## config.mk

```make
export PLATFORM = sky130hd
export DESIGN_NAME = uart_rx_cfg_flat
export DESIGN_NICKNAME = d
export VERILOG_FILES = /design/src/rtl/uart_pkg.sv /design/src/rtl/uart_rx_cfg_if.sv /design/src/rtl/uart_sync.sv /design/src/rtl/uart_rx_cfg.sv /design/src/flat_wrapper.sv
export SDC_FILE = /design/constraint.sdc
export NUM_CORES = 1
export LEC_CHECK = 0
export CAP_MARGIN = 25
export CELL_PAD_IN_SITES_DETAIL_PLACEMENT = 1
export CELL_PAD_IN_SITES_GLOBAL_PLACEMENT = 2
export CORE_UTILIZATION = 40
export CTS_BUF_LIST = sky130_fd_sc_hd__clkbuf_8 sky130_fd_sc_hd__clkbuf_16
export DETAILED_ROUTE_END_ITERATION = 6
export PLACE_DENSITY = 0.91
export SYNTH_ARGS = -nofsm -noshare
export SYNTH_HDL_FRONTEND = slang
export SYNTH_HIERARCHICAL = 1
export SYNTH_SLANG_ARGS = --single-unit
```

## constraint.sdc

```tcl
create_clock -name i_clk -period 3.48 [get_ports i_clk]
set_clock_uncertainty 0.05 [all_clocks]
set_input_delay 0.696 -clock i_clk [delete_from_list [all_inputs] [get_ports i_clk]]
set_output_delay 0.696 -clock i_clk [all_outputs]
set_load 0.01 [all_outputs]
```

## src/rtl/uart_pkg.sv

```systemverilog
// Shared UART receiver definitions: FSM state encoding, parity modes and the
// parity check used when the parity bit is sampled.
package uart_pkg;

  typedef enum logic [2:0] {
    ST_IDLE      = 3'd0,
    ST_START     = 3'd1,
    ST_DATA      = 3'd2,
    ST_PARITY    = 3'd3,
    ST_STOP      = 3'd4,
    ST_DONE      = 3'd5,
    ST_WAIT_IDLE = 3'd6
  } rx_state_e;

  localparam int PARITY_NONE = 0;
  localparam int PARITY_EVEN = 1;
  localparam int PARITY_ODD  = 2;

  // Unused upper data bits must be zero so they do not disturb the XOR.
  function automatic logic parity_error(input logic [7:0] data,
                                        input logic       pbit,
                                        input int         mode);
    return ((^data) ^ pbit) != (mode == PARITY_ODD);
  endfunction

endpackage

```

## src/rtl/uart_rx_cfg_if.sv

```systemverilog
// Word-output handshake of the UART receiver: received word, error flags and
// the valid/ready pair between receiver (master) and consumer (slave).
interface uart_rx_cfg_if #(
  parameter int DATA_BITS = 8
);
  logic                 o_rx_valid;
  logic                 i_rx_ready;
  logic [DATA_BITS-1:0] o_rx_byte;
  logic                 o_parity_err;
  logic                 o_frame_err;

  modport master (
    output o_rx_valid,
    output o_rx_byte,
    output o_parity_err,
    output o_frame_err,
    input  i_rx_ready
  );

  modport slave (
    input  o_rx_valid,
    input  o_rx_byte,
    input  o_parity_err,
    input  o_frame_err,
    output i_rx_ready
  );
endinterface

```

## src/rtl/uart_sync.sv

```systemverilog
// Two-flop synchronizer, one independent chain per bit, with a per-bit
// reset value so an idle-high line does not look like a start bit.
module uart_sync #(
  parameter int               WIDTH     = 1,
  parameter logic [WIDTH-1:0] RESET_VAL = '1
) (
  input  logic             i_clk,
  input  logic             i_rst_n,
  input  logic [WIDTH-1:0] i_d,
  output logic [WIDTH-1:0] o_q
);

  for (genvar gi = 0; gi < WIDTH; gi++) begin : g_bit
    logic meta_reg;
    logic sync_reg;

    always_ff @(posedge i_clk or negedge i_rst_n) begin
      if (!i_rst_n) begin
        meta_reg <= RESET_VAL[gi];
        sync_reg <= RESET_VAL[gi];
      end else begin
        meta_reg <= i_d[gi];
        sync_reg <= meta_reg;
      end
    end

    assign o_q[gi] = sync_reg;
  end

endmodule

```

## src/rtl/uart_rx_cfg.sv

```systemverilog
// Configurable UART receiver: mid-bit sampling, optional parity, 1/2 stop bits,
// one-word holding register with valid/ready output and sticky overrun.
module uart_rx_cfg
  import uart_pkg::*;
#(
  parameter int CLKS_PER_BIT = 87,
  parameter int DATA_BITS    = 8,
  parameter int PARITY_MODE  = 0,
  parameter int STOP_BITS    = 1
) (
  input  logic          i_clk,
  input  logic          i_rst_n,
  input  logic          i_rx_serial,
  uart_rx_cfg_if.master rx_if,
  output logic          o_overrun,
  output logic          o_busy
);

  localparam logic [15:0] HALF_CNT  = 16'(CLKS_PER_BIT / 2);
  localparam logic [15:0] LAST_CNT  = 16'(CLKS_PER_BIT - 1);
  localparam logic [3:0]  LAST_DATA = 4'(DATA_BITS - 1);
  localparam logic [3:0]  LAST_STOP = 4'(STOP_BITS - 1);

  logic rx_sync;

  rx_state_e            state_reg,   state_next;
  logic [15:0]          cnt_reg,     cnt_next;
  logic [3:0]           bit_cnt_reg, bit_cnt_next;
  logic [DATA_BITS-1:0] shift_reg,   shift_next;
  logic                 par_err_reg, par_err_next;
  logic                 frm_err_reg, frm_err_next;
  logic                 valid_reg,   valid_next;
  logic [DATA_BITS-1:0] byte_reg,    byte_next;
  logic                 perr_reg,    perr_next;
  logic                 ferr_reg,    ferr_next;
  logic                 overrun_reg, overrun_next;

  uart_sync #(
    .WIDTH    (1),
    .RESET_VAL(1'b1)
  ) u_rx_sync (
    .i_clk  (i_clk),
    .i_rst_n(i_rst_n),
    .i_d    (i_rx_serial),
    .o_q    (rx_sync)
  );

  always_ff @(posedge i_clk or negedge i_rst_n) begin
    if (!i_rst_n) begin
      state_reg   <= ST_IDLE;
      cnt_reg     <= '0;
      bit_cnt_reg <= '0;
      shift_reg   <= '0;
      par_err_reg <= 1'b0;
      frm_err_reg <= 1'b0;
      valid_reg   <= 1'b0;
      byte_reg    <= '0;
      perr_reg    <= 1'b0;
      ferr_reg    <= 1'b0;
      overrun_reg <= 1'b0;
    end else begin
      state_reg   <= state_next;
      cnt_reg     <= cnt_next;
      bit_cnt_reg <= bit_cnt_next;
      shift_reg   <= shift_next;
      par_err_reg <= par_err_next;
      frm_err_reg <= frm_err_next;
      valid_reg   <= valid_next;
      byte_reg    <= byte_next;
      perr_reg    <= perr_next;
      ferr_reg    <= ferr_next;
      overrun_reg <= overrun_next;
    end
  end

  always_comb begin
    state_next   = state_reg;
    cnt_next     = cnt_reg;
    bit_cnt_next = bit_cnt_reg;
    shift_next   = shift_reg;
    par_err_next = par_err_reg;
    frm_err_next = frm_err_reg;
    valid_next   = valid_reg;
    byte_next    = byte_reg;
    perr_next    = perr_reg;
    ferr_next    = ferr_reg;
    overrun_next = overrun_reg;

    if (valid_reg && rx_if.i_rx_ready) begin
      valid_next = 1'b0;
    end

    case (state_reg)
      ST_IDLE: begin
        if (!rx_sync) begin
          cnt_next     = '0;
          bit_cnt_next = '0;
          par_err_next = 1'b0;
          frm_err_next = 1'b0;
          state_next   = ST_START;
        end
      end

      // A start bit still low at its midpoint is genuine; anything else is a glitch.
      ST_START: begin
        if (cnt_reg == HALF_CNT) begin
          cnt_next   = '0;
          state_next = rx_sync ? ST_IDLE : ST_DATA;
        end else begin
          cnt_next = cnt_reg + 16'd1;
        end
      end

      ST_DATA: begin
        if (cnt_reg == LAST_CNT) begin
          cnt_next   = '0;
          shift_next = {rx_sync, shift_reg[DATA_BITS-1:1]};
          if (bit_cnt_reg == LAST_DATA) begin
            bit_cnt_next = '0;
            state_next   = (PARITY_MODE != PARITY_NONE) ? ST_PARITY : ST_STOP;
          end else begin
            bit_cnt_next = bit_cnt_reg + 4'd1;
          end
        end else begin
          cnt_next = cnt_reg + 16'd1;
        end
      end

      ST_PARITY: begin
        if (cnt_reg == LAST_CNT) begin
          cnt_next     = '0;
          par_err_next = parity_error(8'(shift_reg), rx_sync, PARITY_MODE);
          state_next   = ST_STOP;
        end else begin
          cnt_next = cnt_reg + 16'd1;
        end
      end

      ST_STOP: begin
        if (cnt_reg == LAST_CNT) begin
          cnt_next = '0;
          if (!rx_sync) begin
            frm_err_next = 1'b1;
          end
          if (bit_cnt_reg == LAST_STOP) begin
            bit_cnt_next = '0;
            state_next   = ST_DONE;
          end else begin
            bit_cnt_next = bit_cnt_reg + 4'd1;
          end
        end else begin
          cnt_next = cnt_reg + 16'd1;
        end
      end

      // A held word that is not being taken this cycle wins over the new one.
      ST_DONE: begin
        if (valid_reg && !rx_if.i_rx_ready) begin
          overrun_next = 1'b1;
        end else begin
          valid_next = 1'b1;
          byte_next  = shift_reg;
          perr_next  = par_err_reg;
          ferr_next  = frm_err_reg;
        end
        state_next = frm_err_reg ? ST_WAIT_IDLE : ST_IDLE;
      end

      ST_WAIT_IDLE: begin
        if (rx_sync) begin
          state_next = ST_IDLE;
        end
      end

      default: begin
        state_next = ST_IDLE;
      end
    endcase
  end

  assign rx_if.o_rx_valid   = valid_reg;
  assign rx_if.o_rx_byte    = byte_reg;
  assign rx_if.o_parity_err = perr_reg;
  assign rx_if.o_frame_err  = ferr_reg;
  assign o_overrun          = overrun_reg;
  assign o_busy             = (state_reg != ST_IDLE);

endmodule

```

## src/flat_wrapper.sv

```systemverilog
// flat-port wrapper written by rule: the top's interface ports become plain ports
module uart_rx_cfg_flat import uart_pkg::*;
#(
  parameter int CLKS_PER_BIT = 87,
  parameter int DATA_BITS    = 8,
  parameter int PARITY_MODE  = 0,
  parameter int STOP_BITS    = 1
)
  (i_clk, i_rst_n, i_rx_serial, o_overrun, o_busy, rx_if_o_rx_valid, rx_if_o_rx_byte, rx_if_o_parity_err, rx_if_o_frame_err, rx_if_i_rx_ready);
  uart_rx_cfg_if #(.DATA_BITS(DATA_BITS)) rx_if_i ();
  input  logic i_clk;
  input  logic i_rst_n;
  input  logic i_rx_serial;
  output logic o_overrun;
  output logic o_busy;
  output wire logic [$bits(rx_if_i.o_rx_valid)-1:0] rx_if_o_rx_valid;
  output wire logic [$bits(rx_if_i.o_rx_byte)-1:0] rx_if_o_rx_byte;
  output wire logic [$bits(rx_if_i.o_parity_err)-1:0] rx_if_o_parity_err;
  output wire logic [$bits(rx_if_i.o_frame_err)-1:0] rx_if_o_frame_err;
  input wire logic [$bits(rx_if_i.i_rx_ready)-1:0] rx_if_i_rx_ready;
  assign rx_if_o_rx_valid = rx_if_i.o_rx_valid;
  assign rx_if_o_rx_byte = rx_if_i.o_rx_byte;
  assign rx_if_o_parity_err = rx_if_i.o_parity_err;
  assign rx_if_o_frame_err = rx_if_i.o_frame_err;
  assign rx_if_i.i_rx_ready = rx_if_i_rx_ready;
  uart_rx_cfg #(.CLKS_PER_BIT(CLKS_PER_BIT), .DATA_BITS(DATA_BITS), .PARITY_MODE(PARITY_MODE), .STOP_BITS(STOP_BITS)) u_core (.i_clk(i_clk), .i_rst_n(i_rst_n), .i_rx_serial(i_rx_serial), .rx_if(rx_if_i), .o_overrun(o_overrun), .o_busy(o_busy));
endmodule
```

======== Word level (Yosys, flattened, before mapping) ========
Index checks and enable logic that the tools add are counted.
cells by class
  add/sub/neg operators ................... 2
  eq/ne operators ......................... 18
  multiplexer cells ....................... 30
  bitwise logic cells ..................... 2
  reductions and logical operators ........ 20
operators with widths
  operator                                                                  count
  16-bit 2-to-1 mux                                                         3
  16-bit case mux with 3 select lines                                       1
  3-bit 2-to-1 mux                                                          9
  3-bit case mux with 7 select lines                                        1
  4-bit 2-to-1 mux                                                          5
  16-bit by 1-bit adder with 16-bit output (second input constant)          1
  16-bit by 6-bit equality test with 1-bit output (second input constant)   1
  16-bit by 7-bit equality test with 1-bit output (second input constant)   1
  2-bit by 1-bit inequality test with 1-bit output (second input constant)  6
  4-bit case mux with 3 select lines                                        1
  3-bit equality test (second input constant)                               3
  3-bit nonzero test                                                        3
  2-bit AND reduction                                                       4
  4-bit AND reduction                                                       2
  8-bit AND reduction                                                       1
  8-bit parity                                                              1
  1-bit 2-to-1 mux                                                          7
  3-bit by 2-bit equality test with 1-bit output (second input constant)    2
  2-bit inequality test (second input constant)                             3
  4-bit by 1-bit adder with 4-bit output (second input constant)            1
  4-bit by 3-bit equality test with 1-bit output (second input constant)    1
  4-bit logical NOT                                                         1
  1-bit case mux with 2 select lines                                        2
  2-bit nonzero test                                                        2
  9 further kinds                                                           10
storage, ports and cells
  flip-flop bits (word level) ............. 47
  bits of input ports ..................... 4
  output and inout port bits .............. 13

======== Longest topological paths before layout ========
  depth after elaboration ................. 4
  mapped depth ............................ 7
  depth with buffers taken out ............ 7

======== Modules after synthesis ========
The synthesis kept the hierarchy.
modules (own cells, without submodules)
  module       times used  cells an instance  area each (µm²)
  uart_rx_cfg  1           235                2428.6
  uart_sync    1           2                  52.6

======== Worst setup path before layout ========
OpenSTA, ideal clock, no wires.
  path kind ............................... register -> register
  start point ............................. reg u_core.cnt_reg[0]
  end point ............................... reg u_core.shift_reg[0]
  data arrival time ....................... 1.609 ns
  data required time ...................... 3.305 ns
  setup slack ............................. 1.696 ns
  cell stages (with the launch flop) ...... 7
  path buffers ............................ 0
  path through ............................ dfrtp_1 > inv_1 > ha_1 > and4bb_2 > nand4_2 > nor2_4 > mux2_2
between the ends
  cells in the longest elaborated chain, start to end .. 2
ends and longest elaborated chain
  item                                             RTL line            RTL
  from (decl)                                      uart_rx_cfg.sv:27   logic [15:0] cnt_reg, cnt_next;
  from (signal assigned)                           uart_rx_cfg.sv:63   cnt_reg <= cnt_next;
  16-bit by 7-bit equality test with 1-bit output  uart_rx_cfg.sv:115  if (cnt_reg == LAST_CNT) begin
  2-bit AND reduction (no source line)             -
  to (signal assigned)                             uart_rx_cfg.sv:65   shift_reg <= shift_next;
  to (decl)                                        uart_rx_cfg.sv:29   logic [DATA_BITS-1:0] shift_reg, shift_next;
No other way between the ends.
A chain may end at the register's enable or synchronous reset.

======== Worst setup path in the final report ========
  start point ............................. reg u_core.state_reg[2]
  end point ............................... out o_busy
between the ends
  cells in the longest elaborated chain, start to end .. 1
ends and longest elaborated chain
  item                    RTL line            RTL
  from (decl)             uart_rx_cfg.sv:26   rx_state_e state_reg, state_next;
  from (signal assigned)  uart_rx_cfg.sv:62   state_reg <= state_next;
  3-bit nonzero test      uart_rx_cfg.sv:186  assign o_busy = (state_reg != ST_IDLE);
  to (decl)               flat_wrapper.sv:15  output logic o_busy;
No other way between the ends.

==> impl_metrics.sql <==
INSERT INTO impl_metrics (metric_group, metric, value, unit) VALUES
('status', 'status', 'finished clean', ''),
('clock_network', 'cts_setup_buffers', '0', ''),
('layout', 'flip_flop_count_of_the_largest_register_after_layout', '16', ''),
('power_and_ir_drop', 'share_clk_of_total_power', '0.357', ''),
('synthesis', 'seq_total_area_yosys', '0.475', ''),
('power_and_ir_drop', 'worst_ir_drop_vdd', '0.170', 'mV'),
('layout', 'layout.cells.most_common', 'sky130_fd_sc_hd__dfrtp_1', ''),
('synthesis', 'ff_latch_count_synth', '47', ''),
('clock_network', 'h_tree_levels', '2', ''),
('clock_network', 'clockBufferDepth', '2', ''),
('global_route', 'number_of_antenna_violations_at_the_first_check_in_global_routing', '0', ''),
('routing', 'ant_nets', '0', ''),
('critical_path', 'timing.critical_path.slowest_stage_cell', 'sky130_fd_sc_hd__dfrtp_1', ''),
('synthesis', 'syn-instance-count', '237', ''),
('flow_run', 'maxCapViolations', '0', ''),
('synthesis', 'post_synth.cell_area_avg', '10.5', 'um2'),
('critical_path', 'timing.reg2reg.setup_slack', '1.25', 'ns'),
('sta', 'setup-tns-final', '0', 'ns'),
('clock_network', 'cts_buffers', '5', ''),
('floorplan', 'floorplan.initialDensity', '0.417', ''),
('critical_path', 'rr_startpoint', 'u_core/cnt_reg[0]$_DFFE_PN0P_', ''),
('global_route', 'first_global_vias', '1856', ''),
('critical_path', 'worstPathBufferInverterCount', '2', ''),
('critical_path', 'crit_chain', 'inv_1 > nand2_1 > clkdlybuf4s50_1', ''),
('floorplan', 'io_pins', '17', ''),
('critical_path', 'timing.critical_path.arrival', '1.82', 'ns'),
('layout', 'fin_nets', '261', ''),
('floorplan', 'die_height', '80.8', 'um'),
('synthesis', 'cell_area_after_synthesis', '0.00248', 'mm2'),
('routing', 'routedWlPerCell', '16.3', 'um'),
('layout', 'antennaDiodeCount', '0', ''),
('global_route', 'first_pass_grt_wire_length', '9020', 'um'),
('synthesis', 'yosys-mux-area-fraction', '0.0857', ''),
('synthesis', 'synth.distinct_cells', '54', ''),
('power_and_ir_drop', 'cellInternalPower', '0.835', 'mW'),
('clock_network', 'cts_repair_resize_count', '0', ''),
('power_and_ir_drop', 'power.switching_fraction', '0.276', ''),
('synthesis', 'edff_count_synth', '0', ''),
('sta', 'fmaxAchievable', '0.389', 'GHz'),
('power_and_ir_drop', 'proportion_of_power_drawn_by_flip_flops_and_latches', '0.515', ''),
('synthesis', 'yosys.area_share.simple', '0.222', ''),
('layout', 'nFillCells', '680', ''),
('critical_path', 'cpPeakStageDelay', '0.64', 'ns'),
('critical_path', 'required', '2.73', 'ns'),
('power_and_ir_drop', 'p_leak', '1.27', 'nW'),
('floorplan', 'floorplan.core_area', '0.00596', 'mm2'),
('sta', 'final_min_period_over_clock_period', '0.738', ''),
('clock_network', 'cts_tree', 'built', ''),
('clock_network', 'clk_pin_slew_worst_paths', '0.09', 'ns'),
('placed_design', 'gp_congestion', '0.772', ''),
('global_route', 'grt_remaining_overflow', '0', ''),
('routing', 'via_per_inst', '5.53', ''),
('placed_design', 'estimated_wirelength_of_the_detail_placed_design', '3800', 'um'),
('critical_path', 'cp-end-kind', 'primary output', ''),
('clock_network', 'worst_skew_pair.late_latency', '0.31', 'ns'),
('placed_design', 'port-buffer-count', '16', ''),
('layout', 'layout_common_cells', '45 x sky130_fd_sc_hd__dfrtp_1, 22 x sky130_fd_sc_hd__nor2_1, 22 x sky130_fd_sc_hd__nand2_1, 18 x sky130_fd_sc_hd__mux2_2, 15 x sky130_fd_sc_hd__clkdlybuf4s50_1', ''),
('floorplan', 'die-width', '80.8', 'um'),
('global_route', 'grt_max_degree', '35', ''),
('routing', 'drcViolationCount', '0', ''),
('synthesis', 'synth.yosys.warnings', '6', ''),
('routing', 'routed-via-count', '1819', ''),
('critical_path', 'crit_path_max_fanout', '18', ''),
('synthesis', 'synth_flop_cell', 'sky130_fd_sc_hd__dfrtp_1', ''),
('routing', 'finalWirelength', '5350', 'um'),
('synthesis', 'share_of_synthesized_cell_area_in_full_adder_half_adder_and_majority_cells', '0.0202', ''),
('power_and_ir_drop', 'power_density_of_the_placed_cells', '411', 'mW/mm2'),
('floorplan', 'fp-row-count', '28', ''),
('clock_network', 'clock_tree.root_cell', 'sky130_fd_sc_hd__clkbuf_8', ''),
('synthesis', 'compound_gate_fraction_of_synth_area', '0.0787', ''),
('sta', 'slew_headroom', '0.565', '');
==> logic make-up after synthesis <==
kind of cell,after synthesis
xor+xnor,22
flops,47
buf+inv,15
mux,19
simple gates,99
fa+ha+maj,4
compound gates,31
==> layer usage <==
metal  routed length (um)  GRT usage  up-vias  part of all wire
met3                  131     0.0382        6             0.024
met4                   82     0.0607        0             0.015
met2                 2630      0.303       21              0.49
li1                     -          -      863                 -
met1                 2510      0.244      929              0.47
met5                    0          0        -                 0
==> synth_stat cells (3+ instances only) <==
library cell,n,area share
sky130_fd_sc_hd__nor3b_1,3,0.0091
sky130_fd_sc_hd__nand4_1,4,0.010
sky130_fd_sc_hd__mux2_2,18,0.082
sky130_fd_sc_hd__nand2b_1,3,0.0076
sky130_fd_sc_hd__nand2_1,22,0.033
sky130_fd_sc_hd__xnor2_1,12,0.042
sky130_fd_sc_hd__ha_1,4,0.020
sky130_fd_sc_hd__xor2_1,8,0.028
sky130_fd_sc_hd__a21oi_1,7,0.014
sky130_fd_sc_hd__and3_1,6,0.015
sky130_fd_sc_hd__buf_2,3,0.0060
sky130_fd_sc_hd__o21ai_0,10,0.020
sky130_fd_sc_hd__nand3_1,9,0.018
sky130_fd_sc_hd__inv_1,7,0.011
sky130_fd_sc_hd__dfrtp_1,45,0.45
sky130_fd_sc_hd__nor2_1,22,0.033
sky130_fd_sc_hd__nor3_1,7,0.014
==> through the flow <==
stage / total power, mW / utilization / std cells / cell area (um2) / setup slack, ns
2_1_floorplan: 0.706 / - / 237 / 2480 / 1.70
3_3_place_gp: 0.747 / 0.450 / 320 / 2680 / 1.18
3_5_place_dp: 0.755 / 0.453 / 321 / 2700 / 1.14
4_1_cts: 1.17 / 0.472 / 329 / 2810 / 0.890
5_1_grt: 1.22 / 0.472 / 329 / 2810 / 0.704
6_report: 1.15 / 0.472 / 329 / 2810 / 0.911
==> worst max-delay path by stage <==
stage	startpoint	end	slack [ns]	depth (start not counted)
after floorplan	u_core/cnt_reg[0]$_DFFE_PN0P_	u_core/shift_reg[0]$_DFFE_PN0P_	1.70	6
after global placement	rx_if_i_rx_ready	u_core/rx_if.o_rx_byte[3]$_DFFE_PN0P_	1.18	4
after detailed placement	rx_if_i_rx_ready	u_core/rx_if.o_rx_byte[4]$_DFFE_PN0P_	1.14	4
after CTS	u_core/state_reg[2]$_DFFE_PN0P_	o_busy	0.89	3
after global routing	u_core/state_reg[2]$_DFFE_PN0P_	o_busy	0.70	3
final	u_core/state_reg[2]$_DFFE_PN0P_	o_busy	0.91	3
==> layout make-up <==
| cell class | count | area, um2 | share of cell area |
|---|---|---|---|
| inverters | 7 | 26.3 | 0.00935 |
| well taps | 75 | 93.8 | 0.0334 |
| repair buffers | 17 | 175 | 0.0623 |
| flip-flops and latches | 47 | 1180 | 0.419 |
| multi-input cells | 175 | 1220 | 0.435 |
| clock buffers | 5 | 68.8 | 0.0245 |
| clock inverters | 3 | 43.8 | 0.0156 |
==> power groups by stage <==
| stage | Sequential, mW | Clock [mW] | Combinational (mW) |
|---|---|---|---|
| detailed placement | 0.606 | 0 | 0.149 |
| floorplan | 0.588 | 0 | 0.118 |
| global route | 0.600 | 0.448 | 0.170 |
| global placement | 0.603 | 0 | 0.144 |
| finish | 0.594 | 0.412 | 0.148 |
| CTS | 0.595 | 0.425 | 0.150 |
No activity file was read; power rests on OpenSTA's default activity.
